`src/rtl/i2s_mic_pkg.sv`:
```
// Shared types and constants for the I2S microphone receive path.
package i2s_mic_pkg;

  localparam int SAMPLE_W = 32;
  localparam int ERRCNT_W = 8;

  // Bit positions of the raw audio pins inside the synchroniser vector.
  localparam int PIN_BCLK = 0;
  localparam int PIN_LRCK = 1;
  localparam int PIN_DIN  = 2;
  localparam int PIN_W    = 3;

  typedef enum logic [1:0] {
    ST_IDLE,
    ST_DELAY,
    ST_SHIFT,
    ST_WAIT
  } state_t;

  // One FIFO entry: slot identifier plus the sign-extended sample.
  typedef struct packed {
    logic                chan;
    logic [SAMPLE_W-1:0] data;
  } fifo_entry_t;

endpackage

```
`src/rtl/i2s_sample_fifo.sv`:
```
// Synchronous sample FIFO with a registered head-of-queue output.
// Capacity is exactly DEPTH; the output register mirrors the oldest entry.
module i2s_sample_fifo
  import i2s_mic_pkg::*;
#(
  parameter int DEPTH = 8
) (
  input  logic        clk,
  input  logic        rst_n,
  input  logic        wr_en,
  input  fifo_entry_t wr_data,
  output logic        wr_accept,
  input  logic        rd_ready,
  output logic        rd_valid,
  output fifo_entry_t rd_data
);

  localparam int AW = $clog2(DEPTH);

  logic [AW:0] wr_ptr_q, wr_ptr_d;
  logic [AW:0] rd_ptr_q, rd_ptr_d;
  logic        valid_q, valid_d;
  fifo_entry_t head_q, head_d;
  fifo_entry_t mem_q [DEPTH];
  logic        full;
  logic        do_push;
  logic        do_pop;

  // Pointer arithmetic and next head-of-queue selection.
  // NOTE: every signal written in always_comb gets a default first so no latch is inferred.
  always_comb begin
    full     = (wr_ptr_q[AW] != rd_ptr_q[AW]) &&
               (wr_ptr_q[AW-1:0] == rd_ptr_q[AW-1:0]);
    do_pop   = valid_q && rd_ready;
    do_push  = wr_en && (!full || do_pop);
    wr_ptr_d = wr_ptr_q + (AW+1)'(do_push);
    rd_ptr_d = rd_ptr_q + (AW+1)'(do_pop);
    valid_d  = (wr_ptr_d != rd_ptr_d);
    head_d   = mem_q[rd_ptr_d[AW-1:0]];
    // A write landing on the slot that becomes the head bypasses the array.
    if (do_push && (wr_ptr_q == rd_ptr_d)) begin
      head_d = wr_data;
    end
  end

  // Storage array write port.
  // NOTE: the data array is not reset; occupancy is tracked by the pointers alone.
  always_ff @(posedge clk) begin
    if (do_push) begin
      mem_q[wr_ptr_q[AW-1:0]] <= wr_data;
    end
  end

  // Pointer and output registers.
  // NOTE: sequential state uses non-blocking assignments so every flop samples pre-edge values.
  always_ff @(posedge clk or negedge rst_n) begin
    if (!rst_n) begin
      wr_ptr_q <= '0;
      rd_ptr_q <= '0;
      valid_q  <= 1'b0;
      head_q   <= '0;
    end else begin
      wr_ptr_q <= wr_ptr_d;
      rd_ptr_q <= rd_ptr_d;
      valid_q  <= valid_d;
      head_q   <= head_d;
    end
  end

  assign wr_accept = do_push;
  assign rd_valid  = valid_q;
  assign rd_data   = head_q;

endmodule

```
`src/rtl/i2s_mic_rx.sv`:
```
// I2S microphone receiver: pin synchronisation, slot deserialisation,
// sample FIFO and valid/ready output stream.
module i2s_mic_rx
  import i2s_mic_pkg::*;
#(
  parameter int DATA_W      = 24,
  parameter int FIFO_DEPTH  = 8,
  parameter int SYNC_STAGES = 2
) (
  input  logic                clk_clk,
  input  logic                reset_reset_n,
  input  logic                aud_bclk,
  input  logic                aud_adclrck,
  input  logic                gpio_din1,
  output logic [SAMPLE_W-1:0] st_data,
  output logic                st_channel,
  output logic                st_valid,
  input  logic                st_ready,
  input  logic                clear_i,
  output logic                overflow,
  output logic [ERRCNT_W-1:0] frame_err_cnt
);

  localparam int                CNT_W    = $clog2(DATA_W);
  localparam logic [CNT_W-1:0]  LAST_BIT = CNT_W'(DATA_W - 1);

  logic [PIN_W-1:0] pins_raw;
  logic [PIN_W-1:0] pins_s;

  assign pins_raw = {gpio_din1, aud_adclrck, aud_bclk};

  // Per-pin flip-flop synchroniser chain.
  for (genvar g = 0; g < SYNC_STAGES; g++) begin : g_sync
    logic [PIN_W-1:0] stage_q;
    if (g == 0) begin : g_first
      // First stage samples the asynchronous pins.
      always_ff @(posedge clk_clk or negedge reset_reset_n) begin
        if (!reset_reset_n) stage_q <= '0;
        else                stage_q <= pins_raw;
      end
    end else begin : g_next
      // Later stages resolve metastability.
      always_ff @(posedge clk_clk or negedge reset_reset_n) begin
        if (!reset_reset_n) stage_q <= '0;
        else                stage_q <= g_sync[g-1].stage_q;
      end
    end
  end

  assign pins_s = g_sync[SYNC_STAGES-1].stage_q;

  logic                bclk_prev_q, bclk_prev_d;
  logic                lr_last_q, lr_last_d;
  logic                primed_q, primed_d;
  logic                bclk_rise;
  logic                lr_edge;
  state_t              state_q, state_d;
  logic                chan_q, chan_d;
  logic [CNT_W-1:0]    bitcnt_q, bitcnt_d;
  logic [DATA_W-1:0]   shreg_q, shreg_d;
  logic [DATA_W-1:0]   shreg_shift;
  logic                overflow_q, overflow_d;
  logic [ERRCNT_W-1:0] err_cnt_q, err_cnt_d;
  logic                push;
  logic                frame_err;
  logic                push_accept;
  fifo_entry_t         push_entry;
  fifo_entry_t         pop_entry;

  // Edge detection: BCLK rise, and LRCK level changes seen on a BCLK rise.
  // primed_q suppresses a false LRCK edge against the reset value of lr_last_q.
  always_comb begin
    bclk_rise   = pins_s[PIN_BCLK] && !bclk_prev_q;
    lr_edge     = bclk_rise && primed_q && (pins_s[PIN_LRCK] != lr_last_q);
    bclk_prev_d = pins_s[PIN_BCLK];
    lr_last_d   = bclk_rise ? pins_s[PIN_LRCK] : lr_last_q;
    primed_d    = primed_q || bclk_rise;
  end

  // Slot framing FSM: next state, shift register and push request.
  always_comb begin
    state_d     = state_q;
    chan_d      = chan_q;
    bitcnt_d    = bitcnt_q;
    shreg_d     = shreg_q;
    push        = 1'b0;
    frame_err   = 1'b0;
    shreg_shift = {shreg_q[DATA_W-2:0], pins_s[PIN_DIN]};
    unique case (state_q)
      ST_IDLE: begin
        if (lr_edge) begin
          chan_d  = pins_s[PIN_LRCK];
          state_d = ST_DELAY;
        end
      end
      ST_DELAY: begin
        if (lr_edge) begin
          chan_d = pins_s[PIN_LRCK];
        end else if (bclk_rise) begin
          bitcnt_d = '0;
          state_d  = ST_SHIFT;
        end
      end
      ST_SHIFT: begin
        if (bclk_rise) begin
          if (bitcnt_q == LAST_BIT) begin
            // Last bit wins over a coincident LRCK edge; the new slot still starts.
            shreg_d = shreg_shift;
            push    = 1'b1;
            if (lr_edge) begin
              chan_d  = pins_s[PIN_LRCK];
              state_d = ST_DELAY;
            end else begin
              state_d = ST_WAIT;
            end
          end else if (lr_edge) begin
            frame_err = 1'b1;
            chan_d    = pins_s[PIN_LRCK];
            state_d   = ST_DELAY;
          end else begin
            shreg_d  = shreg_shift;
            bitcnt_d = bitcnt_q + CNT_W'(1);
          end
        end
      end
      ST_WAIT: begin
        if (lr_edge) begin
          chan_d  = pins_s[PIN_LRCK];
          state_d = ST_DELAY;
        end
      end
      default: state_d = ST_IDLE;
    endcase
  end

  // Sticky overflow and saturating short-slot counter; clear has priority.
  always_comb begin
    push_entry.chan = chan_q;
    push_entry.data = SAMPLE_W'($signed(shreg_shift));
    overflow_d      = overflow_q || (push && !push_accept);
    err_cnt_d       = err_cnt_q;
    if (frame_err && (err_cnt_q != '1)) begin
      err_cnt_d = err_cnt_q + ERRCNT_W'(1);
    end
    if (clear_i) begin
      overflow_d = 1'b0;
      err_cnt_d  = '0;
    end
  end

  // Framing, edge-detect and status registers.
  always_ff @(posedge clk_clk or negedge reset_reset_n) begin
    if (!reset_reset_n) begin
      bclk_prev_q <= 1'b0;
      lr_last_q   <= 1'b0;
      primed_q    <= 1'b0;
      state_q     <= ST_IDLE;
      chan_q      <= 1'b0;
      bitcnt_q    <= '0;
      shreg_q     <= '0;
      overflow_q  <= 1'b0;
      err_cnt_q   <= '0;
    end else begin
      bclk_prev_q <= bclk_prev_d;
      lr_last_q   <= lr_last_d;
      primed_q    <= primed_d;
      state_q     <= state_d;
      chan_q      <= chan_d;
      bitcnt_q    <= bitcnt_d;
      shreg_q     <= shreg_d;
      overflow_q  <= overflow_d;
      err_cnt_q   <= err_cnt_d;
    end
  end

  i2s_sample_fifo #(
    .DEPTH (FIFO_DEPTH)
  ) u_fifo (
    .clk       (clk_clk),
    .rst_n     (reset_reset_n),
    .wr_en     (push),
    .wr_data   (push_entry),
    .wr_accept (push_accept),
    .rd_ready  (st_ready),
    .rd_valid  (st_valid),
    .rd_data   (pop_entry)
  );

  assign st_data       = pop_entry.data;
  assign st_channel    = pop_entry.chan;
  assign overflow      = overflow_q;
  assign frame_err_cnt = err_cnt_q;

endmodule

```
`config.mk`:
```
export PLATFORM = sky130hd
export DESIGN_NAME = i2s_mic_rx
export DESIGN_NICKNAME = d
export VERILOG_FILES = /design/src/rtl/i2s_mic_pkg.sv /design/src/rtl/i2s_sample_fifo.sv /design/src/rtl/i2s_mic_rx.sv
export SDC_FILE = /design/constraint.sdc
export NUM_CORES = 1
export LEC_CHECK = 0
export ABC_AREA = 1
export BUFFER_PORTS_ARGS = -buffer_cell sky130_fd_sc_hd__clkbuf_2
export CAP_MARGIN = 20
export CORE_UTILIZATION = 55
export DETAILED_ROUTE_END_ITERATION = 10
export PLACE_DENSITY = 0.72
export RECOVER_POWER = 25
export SYNTH_ARGS = -nofsm -noshare
export SYNTH_HDL_FRONTEND = slang
export SYNTH_SLANG_ARGS = --single-unit
export TNS_END_PERCENT = 20
```
`constraint.sdc`:
```
create_clock -name clk_clk -period 7.2 [get_ports clk_clk]
set_input_delay 0.72 -clock clk_clk [delete_from_list [all_inputs] [get_ports clk_clk]]
set_output_delay 0.72 -clock clk_clk [all_outputs]
set_load 0.01 [all_outputs]
```
### Word-level counts from Yosys, hierarchy flattened

Memory sizes are Yosys's and may differ from the RTL's.
Index checks and enable logic that the tools add are counted.

| word-level totals | value |
|---|---|
| output and inout bits | 43 |
| word-level logic and storage cells | 91 |
| bits in writable memories | 264 |
| input bits | 7 |
| ROM bits | 0 |
| latch bits | 0 |
| memories kept | 1 |
| bits in registers | 91 |

| operators by class | value |
|---|---|
| shifts and indexed selects | 0 |
| multipliers | 0 |
| equal/unequal tests | 16 |
| bitwise logic cells | 0 |
| mux-type cells | 31 |
| divide/modulo/power cells | 0 |
| order comparisons | 0 |
| add/sub/neg operators | 4 |
| reductions and logical operators | 23 |

Memories:

| memory | depth | width | rd ports | clocked after Yosys merged registers in | write ports | line | RTL |
|---|---|---|---|---|---|---|---|
| u_fifo.mem_q | 8 | 33 | 1 | 0 | 1 | i2s_sample_fifo.sv:24 | `fifo_entry_t mem_q [DEPTH];` |

Operators with widths:

| cell | number |
|---|---|
| $mux 23 | 2 |
| $mux 33 | 1 |
| $mux 5 | 5 |
| $mux 8 | 2 |
| $mux 1 | 12 |
| $mux 2 | 6 |
| $ne 2x2->1 const B | 5 |
| $pmux 5 s2 | 1 |
| $logic_and 1x1->1 | 9 |
| $add 4x1->4 | 2 |
| $add 8x1->8 const B | 1 |
| $ne 8x8->1 const B | 1 |
| $pmux 2 s3 | 1 |
| $reduce_and 3->1 | 2 |
| $reduce_and 6->1 | 1 |
| $add 5x1->5 const B | 1 |
| $eq 5x5->1 const B | 1 |
| $eq 2x2->1 const B | 2 |
| $eq 4x4->1 | 1 |
| $ne 4x4->1 | 1 |
| $reduce_bool 2->1 | 2 |
| $eq 3x3->1 | 1 |
| $logic_not 1->1 | 3 |
| $logic_or 1x1->1 | 3 |
| 7 further kinds | 8 |

### Longest topological paths before layout

Gate-level depths: netlist (run 1).

| depth | value |
|---|---|
| depth in word-level cells | 11 |
| gate-level depth with buffers | 15 |
| mapped depth without buffers | 14 |

### Modules after synthesis

Synthesis (run 1) repeated with hierarchy kept, for this count alone.

| second synthesis, totals | value |
|---|---|
| cell total of the unflattened synthesis | 1279 |
| area, all modules | 14795.4 um2 |

Modules (own cells, without submodules):

| module | sequential area each (um2) | instances | area an instance (um2) | cells each |
|---|---|---|---|---|
| i2s_sample_fifo | 8978.6 | 1 | 12602.1 | 1037 |
| i2s_mic_rx | 1226.2 | 1 | 2193.4 | 242 |

### Least setup slack after synthesis (run 1)

No wires, ideal clock.

| path | value |
|---|---|
| path kind | register to register |
| start point | register bitcnt_q[0] |
| end point | memory u_fifo.mem_q[1][0] (netlist bit), enable pin |
| path buffers | 0 |
| slack | 4.429 ns |
| library setup time | 0.407 ns |
| clock period less this slack | 2.771 ns |
| cell stages (with the launch flop) | 10 |
| data required time | 6.793 ns |
| arrival time | 2.364 ns |
| cell sequence | dfrtp_1 ha_1 nand3_2 nor2_4 nand2_2 nor2_4 nand2_4 inv_1 nand2_1 nor2_1 |

| between the ends | value |
|---|---|
| word-level cells in the longest chain between the ends | 7 |

Ends and longest elaborated chain:

| element | line | RTL |
|---|---|---|
| from (decl) | i2s_mic_rx.sv:59 | `logic [CNT_W-1:0] bitcnt_q, bitcnt_d;` |
| from (signal assigned) | i2s_mic_rx.sv:169 | `bitcnt_q <= bitcnt_d;` |
| $eq 5x5->1 | i2s_mic_rx.sv:106 | `if (bitcnt_q == LAST_BIT) begin` |
| $mux 1 | i2s_mic_rx.sv:106 |  |
| $mux 1 | i2s_mic_rx.sv:105 | `if (bclk_rise) begin` |
| $mux 1 | i2s_mic_rx.sv:89 | `unique case (state_q)` |
| $logic_and 1x1->1 | i2s_sample_fifo.sv:35 | `do_push = wr_en && (!full \|\| do_pop);` |
| $mux 1 | i2s_sample_fifo.sv:49 | `if (do_push) begin` |
| $mux 1 (not written as such) | i2s_sample_fifo.sv:50 | `mem_q[wr_ptr_q[AW-1:0]] <= wr_data;` |
| to (decl) | i2s_sample_fifo.sv:24 |  |

No other way between the ends.

### Worst setup path in the final report (run 1)

| path | value |
|---|---|
| start point | register state_q[0] |
| end point | memory u_fifo.mem_q[4][32] (netlist bit), enable pin |

| between the ends | value |
|---|---|
| word-level cells in the longest chain between the ends | 5 |

Ends and longest elaborated chain:

| element | line | RTL |
|---|---|---|
| from (decl) | i2s_mic_rx.sv:57 | `state_t state_q, state_d;` |
| from (signal assigned) | i2s_mic_rx.sv:167 | `state_q <= state_d;` |
| $eq 2x2->1 | i2s_mic_rx.sv:89 |  |
| $mux 1 | i2s_mic_rx.sv:89 |  |
| $logic_and 1x1->1 | i2s_sample_fifo.sv:35 |  |
| $mux 1 | i2s_sample_fifo.sv:49 |  |
| $mux 1 (not written as such) | i2s_sample_fifo.sv:50 |  |

No other way between the ends.

==> metrics.txt, run 1 <==
proportion of netlist area held by the largest area contributor 52.3%; first-pass GRT wire length just under 40000 µm; critical path data arrival time 3590 ps; CTS buffer count 28; share of cells above drive strength 1 12.9%; area delta synth->final 12.3%; Total Wirelength between 20000 and 25000 µm; Synth Net Count around 1000; number of distinct library cell variants in the gate-level netlist after synthesis 35; Clock Tree Buf Depth 3; Crit Path Category reg2reg; ANT nets after route 0; Max-cap violations 1; largest clock skew in the final design between 15 and 20 ps; transition time of the tightest slew-check pin roughly 1700 ps; worst relative slew slack -11.1%; effective utilization at floorplan 56.4%; share of power burned in combinational logic roughly a third; sequential share of power 38.6%; number of enable-type register cells in the synthesized netlist 200; number of antenna violations at the first check in global routing 1; DR pass1 iterations 5; worst skew pair latency between 500 and 600 ps; initial detailed-routing violation count 609; FFs w/ async S/R, synth just under 30%; post-CTS clock slew at the launch and capture registers of the worst setup and hold paths 60 ps; switching share of total power between 30% and 40%; area enclosed by the die boundary 21500 µm²; switching component of the power 1.88 mW; DRC 0; Post-Route Setup TNS 0 ps; overflow left after global routing 0; Final Wtd Congestion 0.793; dominant register cell in the synthesized netlist edfxtp_1; classification of the worst-slack hold path in2reg; reg2reg start state_q[0]; via count of the routed design 7517; areal power density over the cells 404 nW/µm²; startpoint class of the critical path flop; sequential fraction of the synthesis area a little over two thirds; number of failing setup endpoints in the final timing report 0; Internal Dissipation 3.34 mW; clock root buffer clkbuf_16; TritonCTS sink count ~280; violated checks max-capacitance violations, max-slew violations; Gate Count Post-Synth between 1000 and 1500; Worst Hold Depth 1; source of the critical timing path state_q[0]; number of flip-flops and latches in the synthesized netlist about 280; Lkg Pwr around 5.1 nW; top cell type by total area after synthesis edfxtp_1; via count of the first global-routing pass around 7100; leading cell types in the layout, fill and taps excluded nand2_1, edfxtp_1, o21ai_0, nor2_1, dfrtp_1; area inside the core boundary 20400 µm²; total routing usage reported by global routing 23.2%; number of vias per cell about 5.6; unrepaired setup endpoints after global routing false; Synth area leaders edfxtp_1, dfrtp_1, nand2_1; nature of the critical path endpoint flop; H-Tree Depth 1; result of the run complete, but fails checks; period utilisation layout ~47%; clock tree from TritonCTS built; count of endpoints failing hold in the final timing report 0; ports placed on the boundary 50; number of input and output port buffers inserted 49; Die H roughly 150 µm; Die X-Extent approximately 150 µm; cts-stage hold buffer count 0; largest net degree at the start of global routing 63; Setup Fix Bufs, Post-CTS 0; worst path required time around 7400 ps; worst reg-to-reg path cell count 9; post-synth design cell area 11500 µm²; mean cell area of the mapped netlist approximately 11 µm²; cell row count 52; number of gates given a new drive strength after cts 0; maximum clock frequency about 300 MHz; Period minus WS final 3370 ps; Max VDD drop 0.241 mV; layout net count around 1100; warnings from Yosys 0; startpoint of the most critical hold path gpio_din1; maximum fanout along the worst path 27; fraction of power consumed by the clock network about 28%; Routed WL per cell between 15 and 20 µm; Final Hold Slack about 280 ps; final HPWL from detailed placement roughly 13000 µm; max-slew violation count 26; most common cell after layout, fill and taps aside nand2_1
kinds of logic (layout without fill, tap and decap cells):
group / count (synthesis) / count (layout) / synth area share [%]
buffers and inverters: 109 / 168 / 4.07
AOI/OAI and AO/OA: 219 / 219 / 10.3
adders and majority gates: 8 / 8 / 0.871
xor gates and xnor gates: 14 / 14 / 1.07
other: 0 / 1 / 0
and+or+nand+nor: 370 / 370 / 13.4
DFF: 283 / 283 / 70.3
cell usage after synthesis, types with 2 or more instances:
cell type,instances
a21oi_1,3
buf_2,9
buf_4,8
buf_6,2
clkbuf_1,36
dfrtp_1,83
edfxtp_1,200
ha_1,8
inv_1,48
inv_2,3
nand2_1,205
nand2_2,4
nand2_4,2
nand3_1,19
nand3_2,3
nand4_1,7
nor2_1,120
nor2_4,3
nor3_1,2
o21ai_0,134
o21ai_1,26
o22ai_1,50
o31ai_1,3
or2_2,2
xnor2_1,6
xor2_1,8
power by group through the flow:
stage	clock network [mW]	logic (mW)	registers (mW)
global placement	0	1.65	2.04
finish	1.48	1.72	2.01
global route	1.57	1.93	2.03
CTS	1.50	1.72	2.01
detailed placement	0	1.70	2.04
floorplan	0	1.21	2.05
state kept, by name, indices dropped and copies added (netlist names):
register / cells
u_fifo.rd_valid: 1
lr_last_q: 1
u_fifo.wr_ptr_q: 4
primed_q: 1
shreg_q: 23
frame_err_cnt: 8
bitcnt_q: 5
overflow: 1
u_fifo.mem_q: 200
u_fifo.rd_ptr_q: 4
bclk_prev_q: 1
state_q: 2
u_fifo.rd_data: 25
chan_q: 1
g_sync.stage_q: 6
cell type report:
cell class                 count  area [µm²]
timing repair buffer          63         349
sequential                   283        8080
inverter                      53         201
multi-input combinational    611        2970
tap                          270         338
clock inverter                11         151
fill                        1517        7460
antenna                        1        2.50
clock buffer                  41         810
critical path, cell delays in order (launching register included):
cell	delay (ps)
dfrtp_1	400
inv_1	80
ha_1	430
nand2_2	150
nor2_4	140
nand2_4	260
inv_1	190
nand2_1	160
nor2_2	800
buf_4	430
worst paths after layout:
| kind | slack (ps) | endpoint |
|---|---|---|
| hold / removal | 280 | g_sync[0].stage_q[2] |
| max in group asynchronous | 4990 | shreg_q[9] |
| min in group asynchronous | 600 | u_fifo.wr_ptr_q[3] |
| hold reg to reg | 350 | g_sync[1].stage_q[1] |
| setup / recovery | 3830 | u_fifo.mem_q[4][32] |
| setup reg to reg | 3830 | u_fifo.mem_q[4][32] |
stage by stage:
step           worst slack, ps  cell area (µm²)  std cells  util [%]  total power [mW]
2_1_floorplan             4430            11500       1003         -              3.26
3_3_place_gp              3580            11900       1280      58.7              3.70
3_5_place_dp              3540            11900       1280      58.7              3.74
4_1_cts                   3860            12900       1332      63.4              5.23
5_1_grt                   3660            12900       1332      63.4              5.53
6_report                  3830            12900       1333      63.4              5.21
routing by layer:
metal	vias up	wire (µm)	GRT usage, %
met5	-	0	0
met4	0	428	6.72
met3	39	1360	3.31
met2	235	11600	37.6
met1	3700	11100	33.0
li1	3543	-	-
Power figures use the tool's default switching activity.
==> inputs of run 2 (changes only) <==
--- a/config.mk
+++ b/config.mk
@@ -10,7 +10,7 @@
 export CAP_MARGIN = 20
 export CORE_UTILIZATION = 55
 export DETAILED_ROUTE_END_ITERATION = 10
-export PLACE_DENSITY = 0.72
+export PLACE_DENSITY = 0.75
 export RECOVER_POWER = 25
 export SYNTH_ARGS = -nofsm -noshare
 export SYNTH_HDL_FRONTEND = slang
==> constraint.sdc (replaced) <==
create_clock -name clk_clk -period 3 [get_ports clk_clk]
set_input_delay 0.3 -clock clk_clk [delete_from_list [all_inputs] [get_ports clk_clk]]
set_output_delay 0.3 -clock clk_clk [all_outputs]
set_load 0.01 [all_outputs]
==> run 2 against run 1 <==
Compared with the run above: critical path type unchanged; clock power up 140%; sequential power up 140%; routed wire length increased by 3.3%; non-clock buffer count increased by 21; the flow now finishes without violations; worst setup slack got worse by 3200 ps; first-iteration DRC count rose by 24%; register-to-register slack got worse by 3200 ps; largest power group unchanged; power is 140% higher.
==> metrics.txt, run 2 (same netlist as run 1, synthesis figures left out) <==
result of the run completed (was complete, but fails checks); area inside the core boundary 20400 µm² (unchanged); number of input and output port buffers inserted 49 (unchanged); Period minus WS final 2360 ps (was 3370 ps); area enclosed by the die boundary 21500 µm² (unchanged); areal power density over the cells 965 nW/µm² (was 404 nW/µm²); startpoint of the most critical hold path clear_i (was gpio_din1); CP bufs+invs 2 (was 3); period utilisation layout 78.7% (was 46.9%); area of all placed cells without fillers 13100 µm² (was 12900 µm²); worst relative slew slack 55.4% (was -11.1%); Final Wtd Congestion 0.812 (was 0.793); maximum clock frequency 424 MHz (was 296 MHz); largest incremental delay on the critical path 430 ps (was 800 ps); first-pass GRT wire length 40000 µm (was 38500 µm); CTS buffer count 28 (unchanged); worst path required time 3470 ps (was 7410 ps); unrepaired setup endpoints after global routing false (unchanged); DRC 0 (unchanged); critical path, cell by cell nand2_1, inv_1, ha_2, ha_1, inv_1, nand2_1, a21oi_2, nand3_4, nor2_8, nand2_1, nand2_1 (was inv_1, ha_1, nand2_2, nor2_4, nand2_4, inv_1, nand2_1, nor2_2, buf_4); end of the worst hold path overflow (was g_sync[0].stage_q[2]); clock tree from TritonCTS built (unchanged); number of failing setup endpoints in the final timing report 0 (unchanged); post-CTS clock slew at the launch and capture registers of the worst setup and hold paths 60 ps (about the same); Tot Pwr 12.6 mW (was 5.21 mW); Setup Fix Bufs, Post-CTS 0 (unchanged); count of endpoints failing hold in the final timing report 0 (unchanged); end-of-flow core utilization 64.3% (was 63.4%); area delta synth->final 13.9% (was 12.3%); cts-stage hold buffer count 4 (was 0); DR pass1 iterations 5 (unchanged); clock root buffer clkbuf_16 (unchanged); overflow left after global routing 0 (unchanged); post-detailed-placement cell area 12100 µm² (was 11900 µm²); H-Tree Depth 1 (unchanged); cell depth of the worst setup path 11 (was 9); worst reg-to-reg path cell count 11 (was 9); transition time of the tightest slew-check pin 668 ps (was 1670 ps); classification of the worst-slack hold path in2reg (unchanged); Lkg Pwr 5.25 nW (was 5.11 nW); largest net degree at the start of global routing 101 (was 63); leading cell types in the layout, fill and taps excluded nand2_1, edfxtp_1, o21ai_0, nor2_1, dfrtp_1 (unchanged); TritonCTS sink count 283 (unchanged); most common cell after layout, fill and taps aside nand2_1 (unchanged); total routing usage reported by global routing 24.2% (was 23.2%); cell seen most often among critical-path stages nand2_1 (was inv_1); Max VDD drop 0.587 mV (was 0.241 mV); startpoint class of the critical path flop (unchanged); Crit Path Category reg2reg (unchanged); via count of the routed design 7623 (was 7517); final non-filler cell total 1352 (was 1333); Total Wirelength 25300 µm (was 24500 µm); effective utilization at floorplan 56.4% (unchanged); worst skew pair latency 540 ps (was 550 ps); Post-Route Setup TNS 0 ps (unchanged); Worst Hold Depth 2 (was 1); largest clock skew in the final design 7.36 ps (was 17.2 ps); number of gates given a new drive strength after cts 0 (unchanged); number of instances in the placed design 1297 (was 1280); nature of the critical path endpoint flop (unchanged); max-slew violation count 0 (was 26); cell family with most CP delay simple AND/OR/NAND/NOR gates (unchanged); via count of the first global-routing pass 7432 (was 7086); critical path data arrival time 2830 ps (was 3590 ps); reg-to-reg slack, setup 640 ps (was 3830 ps); initial detailed-routing violation count 754 (was 609); total inserted antenna cells 0 (was 1); number of flip-flops under the largest register name 200 (unchanged); share of cells above drive strength 1 14.3% (was 12.9%); Critical Path Slowest Stage Cell nor2_8 (was nor2_2); Die H 147 µm (unchanged); maximum fanout along the worst path 25 (was 27); ports placed on the boundary 50 (unchanged); number of antenna violations at the first check in global routing 0 (was 1); layout net count 1076 (was 1055); ANT nets after route 0 (unchanged); reg2reg start u_fifo.rd_valid (was state_q[0]); Max-cap violations 0 (was 1); Die X-Extent 147 µm (unchanged); Clock Tree Buf Depth 3 (unchanged); Routed WL per cell 18.7 µm (was 18.3 µm); endpoint of the worst register-to-register path u_fifo.rd_data[2] (was u_fifo.mem_q[4][32]); number of vias per cell 5.64 (about the same); cell row count 52 (unchanged); final HPWL from detailed placement 13700 µm (was 12600 µm)
-- run 2: cell count changes in the layout (fill, tap and decap cells not counted), sizes merged --
cell,change
buf,+18
dlygate4sd3,+4
clkbuf,-2
clkinv,-1
clkinvlp,+1
diode,-1
-- run 2: worst register-to-register path, stage by stage (launching register included) --
cell and delay (ps):
dfrtp_1 370, nand2_1 110, inv_1 60, ha_2 200
ha_1 340, inv_1 110, nand2_1 70, a21oi_2 180
nand3_4 210, nor2_8 430, nand2_1 120, nand2_1 110
-- run 2: final cells by class --
class / instances / area [µm²]
flip-flops and latches: 283 / 8080
fillers: 1523 / 7270
multi-input cells: 611 / 2970
clock buffers: 40 / 817
repair buffers: 84 / 546
well taps: 270 / 338
inverters: 53 / 201
clock inverters: 11 / 135
-- run 2: power by group --
group	leakage (nW)	total (mW)	internal, mW	switching [mW]
Sequential	3.04	4.86	4.57	0.288
Combinational	1.74	4.22	1.41	2.81
Clock	0.468	3.56	2.14	1.42
Total	5.25	12.6	8.12	4.51
-- run 2: worst max-delay path by stage --
stage,start,end,slack (ps)
after global placement,bitcnt_q[0],u_fifo.mem_q[2][11],720
after floorplan,bitcnt_q[0],u_fifo.mem_q[1][0],230
after detailed placement,st_ready,u_fifo.rd_data[2],650
final,u_fifo.rd_valid,u_fifo.rd_data[2],640
after global routing,u_fifo.rd_valid,u_fifo.rd_data[14],490
after CTS,u_fifo.rd_valid,u_fifo.rd_data[2],640
-- run 2: per-stage QoR --
step           setup WS (ps)  hold WS [ps]
5_1_grt                  491           112
2_1_floorplan            229          4.41
3_5_place_dp             650           337
3_3_place_gp             723           332
6_report                 640          83.6
4_1_cts                  638          62.4
-- run 2: per-layer routing --
layer | vias up | share of wire [%] | wire length (µm) | GRT usage [%]
li1 | 3582 | - | - | -
met1 | 3711 | 43 | 10800 | 32.8
met2 | 280 | 49 | 12300 | 40.6
met3 | 50 | 6.3 | 1600 | 3.34
met4 | 0 | 2.3 | 576 | 7.81
met5 | - | 0 | 0 | 0
==> inputs of run 3 (changes only) <==
==> constraint.sdc (replaced) <==
create_clock -name clk_clk -period 2.1 [get_ports clk_clk]
set_input_delay 0.21 -clock clk_clk [delete_from_list [all_inputs] [get_ports clk_clk]]
set_output_delay 0.21 -clock clk_clk [all_outputs]
set_load 0.01 [all_outputs]
==> run 3 against run 2 <==
Compared with the run above: hold slack gained 96 ps; power up 50%; worst setup slack got worse by 590 ps; critical path depth is 1 higher; clock skew increased by 7.5 ps; global-route usage is 0.35 points higher; first-iteration DRC count grew 0.80%; sequential share of layout area is 2.8 points lower; routed wire length rose by 3.9%.
==> metrics.txt, run 3 (same netlist as run 1, synthesis figures left out) <==
number of input and output port buffers inserted 49 (unchanged); nature of the critical path endpoint flop (unchanged); Final Hold Slack 180 ps (was 83.6 ps); number of antenna violations at the first check in global routing 1 (was 0); worst skew pair latency 550 ps (was 540 ps); area delta synth->final 19.3% (was 13.9%); sequential cell area 8080 µm² (unchanged); transition time of the tightest slew-check pin 1030 ps (was 668 ps); classification of the worst-slack hold path in2reg (unchanged); Period minus WS final 2050 ps (was 2360 ps); number of flip-flops under the largest register name 200 (unchanged); overflow left after global routing 0 (unchanged); worst relative slew slack 31.1% (was 55.4%); footprint of the multi-input gates 3100 µm² (was 2970 µm²); Clock Tree Buf Depth 3 (unchanged); Die X-Extent 147 µm (unchanged); DR pass1 iterations 5 (unchanged); largest clock skew in the final design 14.8 ps (was 7.36 ps); Final Wtd Congestion 0.816 (was 0.812); initial detailed-routing violation count 760 (was 754); ANT nets after route 0 (unchanged); effective utilization at floorplan 56.4% (unchanged); ports placed on the boundary 50 (unchanged); total inserted antenna cells 0 (unchanged); Crit Path Category reg2reg (unchanged); TritonCTS sink count 283 (unchanged); end of the worst hold path overflow (unchanged); Max VDD drop 0.830 mV (was 0.587 mV); most common cell after layout, fill and taps aside edfxtp_1 (was nand2_1); cell row count 52 (unchanged); reg2reg start u_fifo.rd_valid (unchanged); post-detailed-placement cell area 12500 µm² (was 12100 µm²); Worst Hold Depth 6 (was 2); clock root buffer clkbuf_16 (unchanged); max-slew violation count 0 (unchanged); via count of the first global-routing pass 7546 (was 7432); area enclosed by the die boundary 21500 µm² (unchanged); Lkg Pwr 5.39 nW (was 5.25 nW); startpoint class of the critical path flop (unchanged); fill cell total of the finished layout 1430 (was 1523); CTS buffer count 29 (was 28); areal power density over the cells 1380 nW/µm² (was 965 nW/µm²); count of endpoints failing hold in the final timing report 0 (unchanged); clock tree from TritonCTS built (unchanged); maximum fanout along the worst path 8 (was 25); endpoint of the worst register-to-register path u_fifo.rd_data[22] (was u_fifo.rd_data[2]); maximum clock frequency 487 MHz (was 424 MHz); via count of the routed design 7822 (was 7623); number of failing setup endpoints in the final timing report 0 (unchanged); number of vias per cell 5.67 (was 5.64); result of the run completed (unchanged); Routed WL per cell 19.0 µm (was 18.7 µm); reg-to-reg slack, setup 50 ps (was 640 ps); Total Wirelength 26300 µm (was 25300 µm); leading cell types in the layout, fill and taps excluded edfxtp_1, nand2_1, o21ai_0, nor2_1, dfrtp_1 (was nand2_1, edfxtp_1, o21ai_0, nor2_1, dfrtp_1); worst reg-to-reg path cell count 12 (was 11); H-Tree Depth 1 (unchanged); first-pass GRT wire length 40600 µm (was 40000 µm); worst path required time 2580 ps (was 3470 ps); final HPWL from detailed placement 14900 µm (was 13700 µm); area inside the core boundary 20400 µm² (unchanged); period utilisation layout 97.8% (was 78.7%); largest net degree at the start of global routing 53 (was 101); startpoint of the most critical hold path st_ready (was clear_i); layout net count 1103 (was 1076); total routing usage reported by global routing 24.6% (was 24.2%); share of cells above drive strength 1 17.6% (was 14.3%); unrepaired setup endpoints after global routing true (was false); DRC 0 (unchanged); area of all placed cells without fillers 13700 µm² (was 13100 µm²); Max-cap violations 0 (unchanged); critical path data arrival time 2530 ps (was 2830 ps); Die H 147 µm (unchanged); Tot Pwr 18.9 mW (was 12.6 mW); post-CTS clock slew at the launch and capture registers of the worst setup and hold paths 60 ps (about the same)
==> run 3: cell types whose count changed in the layout (fill, tap and decap cells not counted), sizes merged <==
cell	previous run	this run
clkbuf	88	89
buf	32	55
bufinv	3	5
dlygate4sd3	4	5
inv	52	53
==> run 3: per-stage QoR <==
step	utilization [%]	setup WS, ps	instances	setup TNS (ps)
6_report	67.3	46.1	1380	0
5_1_grt	67.3	-61.5	1380	-694
4_1_cts	66.7	41.6	1377	0
3_5_place_dp	61.3	-55.3	1319	-631
3_3_place_gp	61.3	59.3	1319	0
2_1_floorplan	-	-7.11	1003	-142
==> run 3: critical path, cell delays in order (launching register included) <==
cell	delay [ps]
dfrtp_1	380
nand2_1	80
inv_1	50
ha_2	200
ha_4	250
inv_4	80
nand2_4	50
a21oi_4	160
nand3_4	190
nor2_8	240
buf_12	160
nand2_1	60
nand2_1	90
==> run 3: metal layers <==
metal	wire, µm	vias to the layer above	GRT usage [%]
met3	1710	63	3.62
li1	-	3649	-
met4	631	2	8.75
met5	11	-	0
met1	10900	3815	33.5
met2	13000	293	40.5
==> run 3: final cells by class <==
type,count,share of cell area (%)
repair buffers,110,6.97
well taps,270,2.47
multi-input cells,611,22.6
flip-flops and latches,283,59.0
clock inverters,14,1.52
inverters,53,1.51
clock buffers,39,5.94
==> run 3: timing repair <==
action | CTS | global route
pin swaps | 1 | 21
resized for setup | 4 | 22
buffers inserted | 0 | 2
cloned | 0 | 1
endpoints found under the setup margin | 24 | 24
endpoints found under the hold margin | 42 | 0
hold buffers | 5 | 0
==> run 3: how the worst max path moves through the flow <==
| stage | slack [ps] | to | start | depth (start not counted) |
|---|---|---|---|---|
| after global routing | -60 | u_fifo.rd_valid | bitcnt_q[1] | 12 |
| after detailed placement | -60 | u_fifo.rd_data[9] | u_fifo.rd_valid | 11 |
| after CTS | 40 | u_fifo.rd_valid | bitcnt_q[1] | 12 |
| after floorplan | -7 | u_fifo.rd_data[0] | u_fifo.rd_valid | 11 |
| after global placement | 60 | u_fifo.rd_data[12] | u_fifo.rd_valid | 12 |
| final | 50 | u_fifo.rd_data[22] | u_fifo.rd_valid | 12 |
==> run 3: power breakdown <==
group	leakage [nW]	internal [mW]	total, mW	switching (mW)
sequential	2.96	6.53	6.94	0.415
combinational	1.93	2.34	6.56	4.22
clock	0.498	3.33	5.41	2.08
total	5.39	12.2	18.9	6.72
